### config.mk
export PLATFORM = sky130hd
export DESIGN_NAME = rd_slot_alloc
export DESIGN_NICKNAME = d
export VERILOG_FILES = /design/src/rtl/rd_slot_alloc.sv
export SDC_FILE = /design/constraint.sdc
export NUM_CORES = 1
export LEC_CHECK = 0
export ABC_AREA = 1
export ABC_CLOCK_PERIOD_IN_PS = 4200
export CAP_MARGIN = 20
export CORE_MARGIN = 2
export CORE_UTILIZATION = 40
export DETAILED_ROUTE_END_ITERATION = 8
export PLACE_DENSITY = 0.89
export SYNTH_ARGS = -nofsm -noshare
export SYNTH_HDL_FRONTEND = slang
export SYNTH_SLANG_ARGS = --single-unit
export TNS_END_PERCENT = 5
### constraint.sdc
create_clock -name clk_i -period 4.2 [get_ports clk_i]
set_input_delay 1.26 -clock clk_i [delete_from_list [all_inputs] [get_ports clk_i]]
set_output_delay 1.26 -clock clk_i [all_outputs]
set_load 0.01 [all_outputs]
### src/rtl/rd_slot_alloc.sv
// Read-side slot allocator: tracks outstanding AR transactions in a slot table
// with one linked list per AXI ID, and feeds counter next-values downstream.
module rd_slot_alloc #(
  parameter  int NumSlots = 8,
  parameter  int IdWidth  = 2,
  parameter  int CntWidth = 10,
  localparam int SlotW    = $clog2(NumSlots),
  localparam int NumIds   = 2**IdWidth
) (
  input  logic                         clk_i,
  input  logic                         rst_ni,
  input  logic                         ar_valid_i,
  input  logic                         ar_ready_i,
  input  logic [IdWidth-1:0]           ar_id_i,
  input  logic [7:0]                   ar_len_i,
  input  logic                         r_valid_i,
  input  logic                         r_ready_i,
  input  logic                         r_last_i,
  input  logic [IdWidth-1:0]           r_id_i,
  input  logic [CntWidth-1:0]          budget_i,
  input  logic [NumSlots*CntWidth-1:0] cnt_q_i,
  output logic [NumSlots-1:0]          slot_free_o,
  output logic [NumSlots*IdWidth-1:0]  slot_id_o,
  output logic [NumSlots*SlotW-1:0]    slot_next_o,
  output logic [NumSlots*CntWidth-1:0] slot_cnt_d_o,
  output logic [NumIds*SlotW-1:0]      head_o,
  output logic [NumIds-1:0]            head_vld_o,
  output logic                         full_o,
  output logic                         err_ovf_o,
  output logic                         err_unexp_o
);

  // Wide enough that budget + 255 + 1 can never wrap before saturation.
  localparam int SumW = ((CntWidth > 8) ? CntWidth : 8) + 1;

  logic [NumSlots-1:0] free_q, free_d;
  logic [IdWidth-1:0]  id_q   [NumSlots];
  logic [IdWidth-1:0]  id_d   [NumSlots];
  logic [SlotW-1:0]    next_q [NumSlots];
  logic [SlotW-1:0]    next_d [NumSlots];
  logic [SlotW-1:0]    head_q [NumIds];
  logic [SlotW-1:0]    head_d [NumIds];
  logic [SlotW-1:0]    tail_q [NumIds];
  logic [SlotW-1:0]    tail_d [NumIds];
  logic [NumIds-1:0]   hvld_q, hvld_d;
  logic                ovf_q, unexp_q;

  logic                full;
  logic                ar_hs, alloc, rel_req, rel;
  logic [SlotW-1:0]    alloc_slot, rel_slot;
  logic [CntWidth-1:0] new_cnt;

  function automatic logic [CntWidth-1:0] sat_cnt(input logic [SumW-1:0] sum);
    if (sum > SumW'({CntWidth{1'b1}})) begin
      return '1;
    end
    return sum[CntWidth-1:0];
  endfunction

  assign full     = ~|free_q;
  assign ar_hs    = ar_valid_i & ar_ready_i;
  assign alloc    = ar_hs & ~full;
  assign rel_req  = r_valid_i & r_ready_i & r_last_i;
  assign rel      = rel_req & hvld_q[r_id_i];
  assign rel_slot = head_q[r_id_i];
  assign new_cnt  = sat_cnt(SumW'(budget_i) + SumW'(ar_len_i) + SumW'(1));

  // Lowest-index free slot from registered state, so a slot freed this cycle is not reused yet.
  always_comb begin
    alloc_slot = '0;
    for (int k = NumSlots - 1; k >= 0; k--) begin
      if (free_q[k]) alloc_slot = SlotW'(k);
    end
  end

  // Release is applied first so a same-ID allocation sees the post-release list.
  always_comb begin
    free_d = free_q;
    id_d   = id_q;
    next_d = next_q;
    head_d = head_q;
    tail_d = tail_q;
    hvld_d = hvld_q;
    if (rel) begin
      free_d[rel_slot] = 1'b1;
      if (rel_slot == tail_q[r_id_i]) hvld_d[r_id_i] = 1'b0;
      else                            head_d[r_id_i] = next_q[rel_slot];
    end
    if (alloc) begin
      free_d[alloc_slot] = 1'b0;
      id_d[alloc_slot]   = ar_id_i;
      next_d[alloc_slot] = alloc_slot;
      if (hvld_d[ar_id_i]) begin
        next_d[tail_q[ar_id_i]] = alloc_slot;
        tail_d[ar_id_i]         = alloc_slot;
      end else begin
        head_d[ar_id_i] = alloc_slot;
        tail_d[ar_id_i] = alloc_slot;
        hvld_d[ar_id_i] = 1'b1;
      end
    end
  end

  always_comb begin
    slot_cnt_d_o = cnt_q_i;
    for (int k = 0; k < NumSlots; k++) begin
      if (alloc && (alloc_slot == SlotW'(k))) slot_cnt_d_o[k*CntWidth +: CntWidth] = new_cnt;
    end
  end

  // Table register stage
  always_ff @(posedge clk_i or negedge rst_ni) begin
    if (!rst_ni) begin
      free_q  <= '1;
      hvld_q  <= '0;
      ovf_q   <= 1'b0;
      unexp_q <= 1'b0;
      for (int k = 0; k < NumSlots; k++) begin
        id_q[k]   <= '0;
        next_q[k] <= '0;
      end
      for (int i = 0; i < NumIds; i++) begin
        head_q[i] <= '0;
        tail_q[i] <= '0;
      end
    end else begin
      free_q  <= free_d;
      id_q    <= id_d;
      next_q  <= next_d;
      head_q  <= head_d;
      tail_q  <= tail_d;
      hvld_q  <= hvld_d;
      ovf_q   <= ar_hs & full;
      unexp_q <= rel_req & ~hvld_q[r_id_i];
    end
  end

  for (genvar g = 0; g < NumSlots; g++) begin : g_slot
    assign slot_id_o[g*IdWidth +: IdWidth] = id_q[g];
    assign slot_next_o[g*SlotW +: SlotW]   = next_q[g];
  end

  for (genvar g = 0; g < NumIds; g++) begin : g_id
    assign head_o[g*SlotW +: SlotW] = head_q[g];
  end

  assign slot_free_o = free_q;
  assign head_vld_o  = hvld_q;
  assign full_o      = full;
  assign err_ovf_o   = ovf_q;
  assign err_unexp_o = unexp_q;

endmodule
==> flow_summary.yaml <==
logic_synthesis:
  synth_mux_area_share_pct: 0
  synth-edff-count: 0
  synth_area_leader_cell: "dfrtp_1"
  yosysTopAreaCellShare_pct: 28.4
  yosys.area_share.adder_pct: 1.94
  synth_compound_gate_area_share_pct: 19.2
  syn_nets: 1160
  syn_area_um2: 6180
  ys_dominant_reg_cell: "dfrtp_1"
  yosysWarnings: 0
  synthMostInstantiatedCell: "nand2_1"
  ys_top_cells_by_count: "nand2_1, o21ai_0, inv_1"
  synth.area.top_cells: "dfrtp_1, nand2_1, o21ai_0"
  synth_seq_cells: 78
  synth.avg_cell_area_um2: 5.93
  synthCells: 1042
  ys_types: 36
  synthArstFlopShare_pct: 100
  synthSimpleGateAreaFrac_pct: 36.9
  yosysSeqAreaShare_pct: 31.8
  synth_top_family_by_area: "simple AND/OR/NAND/NOR gates"
  synth-xor-area-share_pct: 0.567
status:
  status: "complete, but fails checks"
  violations: "negative setup slack"
global_route:
  grt_pass1_vias: 7602
  grt_use_total_pct: 31.2
  overflow: 0
  antenna_found_initial: 0
  grt_pass1_wl_mm: 40.1
  grt_max_degree: 79
timing:
  worst_slack_ns: -0.309
  maxSlewHeadroom_pct: 32.3
  finalMaxSlewViolations: 0
  setup_violations: 80
  worst_hold_slack_ns: 0.488
  grt_setup_unrepaired: "yes"
  max_freq_mhz: 222
  clock-skew-final_ns: 0.0105
  hold_viol: 0
  worst_slew_pin_slew_ns: 1.02
  period_share_pct: 107
  post-route-min-period_ns: 4.51
drt:
  via_per_inst: 5.37
  first_pass_iters: 9
  detail_route.iter0.violations: 993
  drc: 0
  vias: 8330
  ant_nets: 0
  wire_per_inst_um: 17.1
  drt_wl_total_mm: 26.5
floorplan:
  rows: 45
  die_h_um: 128
  boundaryPins: 256
  start_util_pct: 40.8
  die_x_um: 128
  core_um2: 15100
  die_area_um2: 16400
critical_path:
  r2r-start: "head_o[10]"
  worstPathArrival_ns: 3.25
  reg2reg_slack_ns: 1.65
  endpoint_kind: "output port"
  regToRegEndpoint: "slot_next_o[1]"
  required_ns: 2.94
  crit_fanout: 8
  start_kind: "input pin"
  timing.setup.critical_path_class: "in2out"
  reg2reg_depth: 16
clock_tree:
  insertion_delay_ns: 0.35
  cts_tree: "built"
  cts.sinks: 78
  clockRootBuffer: "clkbuf_16"
  cts_buffers: 9
  path_clk_slew_ns: 0.06
  clockBufferDepth: 2
  htree_levels: 3
placement:
  dp_hpwl_mm: 19.9
  place.gp.congestion: 0.950
  placed_area_um2: 9580
  dpl_worst_slack_ns: -1.38
  place_inst: 1524
  io_buffers: 255
pwr:
  power_per_cell_area_nw_per_um2: 609
  p_leak_nw: 5.06
  ir_drop_uv: 301
finish:
  area_growth_pct: 59.0
  final_core_utilization_pct: 64.8
  n_antenna_cell: 0
  drive_gt1_share_pct: 20.3
  fin_cells: 1550
  fin_area_um2: 9820
  final_nets: 1475
min_path:
  hold_class: "reg2reg"
  min_from: "slot_id_o[15]"
  hold_path_end: "slot_id_o[15]"
  hold_depth: 2
run:
  cap_violations: 0
## flip-flops by register name (all words and copies together), names as in the netlist
register     cells
slot_next_o     24
slot_id_o       16
head_o          12
tail_q          12
slot_free_o      8
head_vld_o       4
err_ovf_o        1
err_unexp_o      1
## worst max path at each step
stage | end | slack (ns) | startpoint
global route | slot_cnt_d_o[49] | -0.46 | budget_i[0]
floorplan | slot_cnt_d_o[16] | -0.04 | budget_i[0]
CTS | slot_cnt_d_o[69] | -0.35 | ar_len_i[0]
finish | slot_cnt_d_o[41] | -0.31 | budget_i[5]
global placement | slot_cnt_d_o[58] | -1.30 | budget_i[0]
detailed placement | slot_cnt_d_o[58] | -1.38 | budget_i[0]
## timing repair
action	in CTS	in global routing
pin swaps	17	13
setup buffers	8	2
hold buffers	0	0
gates cloned	0	0
setup endpoints to repair	80	80
gates resized for setup	437	15
## worst max-delay path, stage by stage
cell           delay [ns]
dlygate4sd2_1        0.27
ha_4                 0.30
inv_1                0.08
nor3_2               0.22
nand2_1              0.08
o211ai_1             0.11
nand2_1              0.10
nor2_2               0.12
buf_4                0.17
nor2_4               0.04
buf_8                0.14
o21ai_0              0.18
buf_2                0.18
## final cells by class
class / instances / area [µm²]
timing repair buffer: 344 / 2950
clock inverter: 6 / 118
sequential: 78 / 1960
multi-input combinational: 813 / 3890
inverter: 111 / 439
clock buffer: 10 / 229
tap: 188 / 235
fill: 1314 / 5330
## where the power goes
part	switching [mW]	internal, mW	total, mW
clock network	0.341	0.588	0.928
logic	2.09	1.52	3.61
registers	0.345	1.10	1.44
total	2.77	3.20	5.98
## metal layers
layer	vias to the layer above	GRT usage (%)	wire length, µm
li1	3954	-	-
met1	3792	42.7	10800
met2	508	48.2	12200
met3	76	7.43	2790
met4	0	11.0	733
met5	-	0	0
## placed cells by master (no fill, tap or decap), drive strengths merged, types with 9 or more instances in the layout
cell / count
nand2: 451
nor3: 9
o211ai: 9
clkdlybuf4s50: 158
inv: 113
a21oi: 24
nand3: 33
dlygate4sd2: 10
o21ai: 185
clkbuf: 12
nor2: 73
buf: 173
dfrtp: 70
## metrics by stage
step	setup TNS (ns)	power (mW)
finish	-19.25	5.98
global route	-29.84	6.38
CTS	-20.40	5.89
detailed placement	-95.86	5.01
global placement	-90.51	4.92
floorplan	-0.275	3.18
## cell families (layout without fill, tap and decap cells)
family | after synthesis | count (layout)
XOR/XNOR | 4 | 4
adder cells (fa/ha/maj) | 9 | 9
AND/OR/NAND/NOR | 572 | 572
buffers and inverters | 151 | 471
flip-flops | 78 | 78
AO/OA/AOI/OAI | 228 | 228
(Power assumes the default switching activity.)
